--- src/rtl/hazard_pkg.sv ---
// Shared encodings for the ID/EX hazard controller: FSM states, the
// zero-register index and the priority arbiter for the hazard events.
package hazard_pkg;

   localparam int DEF_CNT_W = 16;
   localparam logic [4:0] REG_ZERO = 5'd0;

   typedef enum logic [1:0] {
      ST_RUN    = 2'd0,
      ST_BUBBLE = 2'd1,
      ST_FLUSH  = 2'd2,
      ST_FREEZE = 2'd3
   } state_t;

   // The winning event of a cycle doubles as the next FSM state.
   function automatic state_t win_event(input logic busy, input logic br, input logic lu);
      state_t ev;
      if (busy) begin
         ev = ST_FREEZE;
      end else if (br) begin
         ev = ST_FLUSH;
      end else if (lu) begin
         ev = ST_BUBBLE;
      end else begin
         ev = ST_RUN;
      end
      return ev;
   endfunction

endpackage

--- src/rtl/sat_counter.sv ---
// Saturating event counter: counts enabled cycles and sticks at all-ones.
module sat_counter #(
   parameter int W = 16
) (
   input  logic         clk,
   input  logic         rst_n,
   input  logic         i_en,
   output logic [W-1:0] o_cnt
);

   logic [W-1:0] r_cnt;

   // Count enabled cycles; async clear, never wrap past all-ones.
   always_ff @(posedge clk or negedge rst_n) begin
      if (!rst_n) begin
         r_cnt <= {W{1'b0}};
      end else if (i_en && (r_cnt != {W{1'b1}})) begin
         r_cnt <= r_cnt + {{(W-1){1'b0}}, 1'b1};
      end else begin
         r_cnt <= r_cnt;
      end
   end

   assign o_cnt = r_cnt;

endmodule

--- src/rtl/id_ex_hazard_ctrl.sv ---
// Load-use / taken-branch / memory-freeze controller driving the PC, IF/ID
// and ID/EX enables and flushes, with saturating debug counters.
module id_ex_hazard_ctrl
   import hazard_pkg::*;
#(
   parameter int CNT_W = DEF_CNT_W,
   parameter int REG_W = 5
) (
   input  logic             clk,
   input  logic             rst_n,
   input  logic [REG_W-1:0] ID_rs,
   input  logic [REG_W-1:0] ID_rt,
   input  logic             ID_uses_rt,
   input  logic             EX_MemRead,
   input  logic [REG_W-1:0] EX_rt,
   input  logic             MEM_Branch,
   input  logic             MEM_Zero,
   input  logic             mem_busy,
   output logic             pc_write,
   output logic             IF_ID_write,
   output logic             IF_ID_flush,
   output logic             ID_EX_flush,
   output logic             EX_MEM_flush,
   output logic             freeze,
   output logic [1:0]       state,
   output logic [CNT_W-1:0] stall_cnt,
   output logic [CNT_W-1:0] flush_cnt,
   output logic [CNT_W-1:0] freeze_cnt
);

   logic   w_lu_hz;
   logic   w_br_tk;
   state_t w_win;
   state_t r_state;

   assign w_lu_hz = EX_MemRead && (EX_rt != REG_W'(REG_ZERO)) &&
                    ((EX_rt == ID_rs) || (ID_uses_rt && (EX_rt == ID_rt)));
   assign w_br_tk = MEM_Branch && MEM_Zero;
   assign w_win   = win_event(mem_busy, w_br_tk, w_lu_hz);

   // Zero-latency control decode of the winning event.
   always_comb begin
      pc_write     = 1'b1;
      IF_ID_write  = 1'b1;
      IF_ID_flush  = 1'b0;
      ID_EX_flush  = 1'b0;
      EX_MEM_flush = 1'b0;
      freeze       = 1'b0;
      case (w_win)
         ST_FREEZE: begin
            freeze      = 1'b1;
            pc_write    = 1'b0;
            IF_ID_write = 1'b0;
         end
         ST_FLUSH: begin
            IF_ID_flush  = 1'b1;
            ID_EX_flush  = 1'b1;
            EX_MEM_flush = 1'b1;
         end
         ST_BUBBLE: begin
            pc_write    = 1'b0;
            IF_ID_write = 1'b0;
            ID_EX_flush = 1'b1;
         end
         ST_RUN: begin
            pc_write = 1'b1;
         end
         default: begin
            pc_write = 1'b1;
         end
      endcase
   end

   // FSM: the next state is simply the event that won this cycle.
   always_ff @(posedge clk or negedge rst_n) begin
      if (!rst_n) begin
         r_state <= ST_RUN;
      end else begin
         r_state <= w_win;
      end
   end

   assign state = r_state;

   sat_counter #(.W(CNT_W)) u_stall_cnt (
      .clk   (clk),
      .rst_n (rst_n),
      .i_en  (w_win == ST_BUBBLE),
      .o_cnt (stall_cnt)
   );

   sat_counter #(.W(CNT_W)) u_flush_cnt (
      .clk   (clk),
      .rst_n (rst_n),
      .i_en  (w_win == ST_FLUSH),
      .o_cnt (flush_cnt)
   );

   sat_counter #(.W(CNT_W)) u_freeze_cnt (
      .clk   (clk),
      .rst_n (rst_n),
      .i_en  (w_win == ST_FREEZE),
      .o_cnt (freeze_cnt)
   );

endmodule
--- config.mk ---
export PLATFORM = sky130hd
export DESIGN_NAME = id_ex_hazard_ctrl
export DESIGN_NICKNAME = d
export VERILOG_FILES = /design/src/rtl/hazard_pkg.sv /design/src/rtl/sat_counter.sv /design/src/rtl/id_ex_hazard_ctrl.sv
export SDC_FILE = /design/constraint.sdc
export NUM_CORES = 1
export LEC_CHECK = 0
export CAP_MARGIN = 20
export CORE_ASPECT_RATIO = 0.8
export CORE_MARGIN = 2
export CORE_UTILIZATION = 51
export DETAILED_ROUTE_END_ITERATION = 10
export PLACE_DENSITY = 0.87
export RECOVER_POWER = 100
export SLEW_MARGIN = 20
export SYNTH_ARGS = -nofsm -noshare
export SYNTH_HDL_FRONTEND = slang
export SYNTH_SLANG_ARGS = --single-unit
--- constraint.sdc ---
create_clock -name clk -period 2.68 [get_ports clk]
set_input_delay 0.536 -clock clk [delete_from_list [all_inputs] [get_ports clk]]
set_output_delay 0.536 -clock clk [all_outputs]
set_load 0.01 [all_outputs]
==> results of run 1 <==
[per-layer routing]
| metal | track usage | routed length [um] | vias to the layer above |
|---|---|---|---|
| met5 | 0 | 0 | - |
| met1 | 0.2836 | 2686 | 1098 |
| met3 | 0.04222 | 275 | 9 |
| li1 | - | - | 1062 |
| met2 | 0.3839 | 3094 | 66 |
| met4 | 0.06250 | 102 | 0 |
[cells by family after synthesis]
group / Yosys count
and+or+nand+nor: 109
DFF: 50
xor gates and xnor gates: 46
AOI/OAI and AO/OA: 15
buffers and inverters: 8
muxes: 8
adders and majority gates: 6
[layout make-up]
type                            instances  area, um^2  area share
Clock inverter                          1       5.005    0.001347
Multi-Input combinational cell        184        1408      0.3789
Sequential cell                        50        1251      0.3368
Inverter                                5       18.77    0.005052
Clock buffer                            7       86.33     0.02324
Tap cell                               62       77.57     0.02088
Timing Repair Buffer                   91       868.3      0.2337
[what timing repair did]
| item | 4_1_cts | 5_1_grt |
|---|---|---|
| pin swaps | 7 | 11 |
| endpoints found under the hold margin | 0 | 0 |
| hold buffers | 0 | 0 |
| cloned | 0 | 0 |
| resized for setup | 22 | 19 |
| endpoints found under the setup margin | 22 | 18 |
[placed cells by master, fill, tap and decap left out, drive strengths merged, types with 7 or more instances in the layout]
| cell | netlist | layout |
|---|---|---|
| dlygate4sd3 | 0 | 51 |
| nand4 | 15 | 15 |
| xor2 | 23 | 23 |
| mux2 | 8 | 8 |
| nor3 | 9 | 9 |
| dfrtp | 50 | 50 |
| clkdlybuf4s50 | 0 | 7 |
| nand3 | 17 | 17 |
| and4 | 8 | 8 |
| buf | 2 | 16 |
| dlygate4sd2 | 0 | 9 |
| dlymetal6s2s | 0 | 7 |
| xnor2 | 23 | 23 |
| nor2 | 17 | 17 |
| clkbuf | 1 | 8 |
| nand2 | 20 | 20 |
[critical path: stages]
cell and delay, ns:
clkdlybuf4s50_1 0.48, xnor2_1 0.13, nand2_1 0.09, o22ai_2 0.18, a41oi_2 0.12, ha_1 0.25
dlygate4sd2_1 0.30
[state kept, by name, indices dropped and copies added (netlist names)]
name                cells
u_freeze_cnt.o_cnt     16
u_flush_cnt.o_cnt      16
state                   2
u_stall_cnt.o_cnt      16
[Yosys cell counts (all sizes together)]
library cell	number
and2	2
clkbuf	1
nor3	9
nand3	17
or3	2
o21ai	1
a21oi	3
xor2	23
xnor2	23
inv	5
nand4	15
dfrtp	50
ha	6
buf	2
o2111ai	1
o22a	1
or2	1
a31oi	1
nand4b	1
mux2	8
a41o	1
nor4	5
nor2b	1
nand2b	2
o41ai	1
a41oi	2
o31ai	1
nand2	20
and3	6
o21a	1
o22ai	1
nor2	17
nor4b	1
and4	8
a211oi	1
nor3b	2
[stage by stage]
| step | area [um^2] | total power, mW | setup slack, ns |
|---|---|---|---|
| floorplan | 2618 | 1.371 | 0.2284 |
| global placement | 3547 | 1.781 | -0.4218 |
| detailed placement | 3547 | 1.806 | -0.5498 |
| CTS | 3641 | 2.259 | -0.003450 |
| global route | 3715 | 2.322 | -0.01594 |
| finish | 3715 | 2.191 | 0.06201 |
[path summary, 6_finish.rpt]
path / from / end / slack (ns) / cells past startpoint
max reg2reg: u_flush_cnt.o_cnt[0] / u_flush_cnt.o_cnt[2] / 0.67 / 6
min: u_flush_cnt.o_cnt[15] / u_flush_cnt.o_cnt[15] / 0.51 / 1
max: ID_rt[2] / IF_ID_flush / 0.06 / 7
min in group asynchronous: rst_n / u_stall_cnt.o_cnt[12] / 0.57 / 2
max in group asynchronous: rst_n / u_stall_cnt.o_cnt[1] / 1.38 / 2
min reg2reg: u_flush_cnt.o_cnt[15] / u_flush_cnt.o_cnt[15] / 0.51 / 1
[where the power goes]
| part | total, mW | internal [mW] | switching (mW) |
|---|---|---|---|
| logic | 0.658 | 0.360 | 0.298 |
| registers | 1.08 | 0.887 | 0.194 |
| clock network | 0.452 | 0.209 | 0.243 |
==> results.toml, run 1 <==
[run_status]
status = "finished clean"

[logic_synthesis]
synth_compound_area_frac = 0.04924
synthCells = 242
yosysTopAreaCellShare = 0.4780
yosys.area_share.adder = 0.02868
post_synth_xor_area_fraction = 0.1539
yosys.area_share.simple = 0.2414
synth_top_family_by_area = "simple AND/OR/NAND/NOR gates"
synth.net_count = 270
synth_cell_types = 41
synth_area_um2 = 2618
synth_top_cells_by_area = "dfrtp_1 (48%), xnor2_1 (7.7%), xor2_1 (7.7%), nand4_1 (3.3%), nand3_1 (3.3%)"
yosysTopAreaCell = "dfrtp_1"
yosysSeqAreaShare = 0.4780
synth.mux.area_fraction = 0.03442
synth.ff_latch_count = 50
ys_warn_count = 0
avgSynthCellArea_um2 = 10.82

[clocking]
path_clk_slew_ns = 0.09
clockBufferDepth = 2
cts_sinks = 50
cts_made_buffers = 5
clk_latency_ns = 0.30
htreeDepth = 2
root_buffer = "clkbuf_8"
cts_tree = "yes"
postCtsSetupRepairBufs = 0

[routing]
drc = 0
finalWirelength_um = 6159
vias_per_cell = 5.588
ant_nets = 0
wire_per_inst_um = 15.40
drtIter0Drc = 124
num_vias = 2235
drt_pass1_iterations = 4

[global_route]
overflow = 0
grt_first_pass_wirelength_um = 9942
grt_max_degree = 51
antenna_found_initial = 0
grt_pass1_vias = 2140
grt_use_total = 0.2194

[sta]
slew_headroom = 0.1903
worst_pin_slew_ns = 1.215
post-route-period-util = 0.9769
finalSetupViolations = 0
finalHoldViolations = 0
drv_slew = 0
max_freq_mhz = 382.0
holdWs_ns = 0.5070
finClkSkew_ns = 0.004488
fin_tns_setup_ns = 0
finalCriticalPeriod_ns = 2.618

[die]
fp-row-count = 23
initial_utilization = 0.5258
dieArea_um2 = 5725
coreArea_um2 = 4979
die_h_um = 68.08
pin_count = 78
die_w_um = 84.10

[cells_and_area]
utilization = 0.7462
fill_cells = 351
instances_no_fill = 400
drive_gt1_frac = 0.1538
diodes = 0
area_growth_pct = 41.92
fin_nets = 365

[hold_path]
holdCritPathClass = "flip-flop to flip-flop"

[worst_setup_path]
startpoint_type = "input port"
crit_arrival_ns = 2.08
cp-end-kind = "output pin"
cp_max_fo = 3
worstSetupPathType = "input port to output pin"
crit_required_ns = 2.14

[place]
gp_congestion = 0.8174
portBuffers = 77
dp.cells = 392
place_hpwl_um = 4595

[run]
cap_violations = 0

[power]
max-vdd-ir-drop_mv = 0.3785
leakage_nw = 1.819
p_per_area_nw_per_um2 = 589.8
No activity file was read; power rests on OpenSTA's default activity.
==> run 2, diff against run 1 <==
--- a/config.mk
+++ b/config.mk
@@ -9,6 +9,7 @@
 export CORE_ASPECT_RATIO = 0.8
 export CORE_MARGIN = 2
 export CORE_UTILIZATION = 51
+export CTS_CLUSTER_DIAMETER = 40
 export DETAILED_ROUTE_END_ITERATION = 10
 export PLACE_DENSITY = 0.87
 export RECOVER_POWER = 100
==> results of run 2 <==
No change in the layout: final DEF, timing and power equal those of run 1.
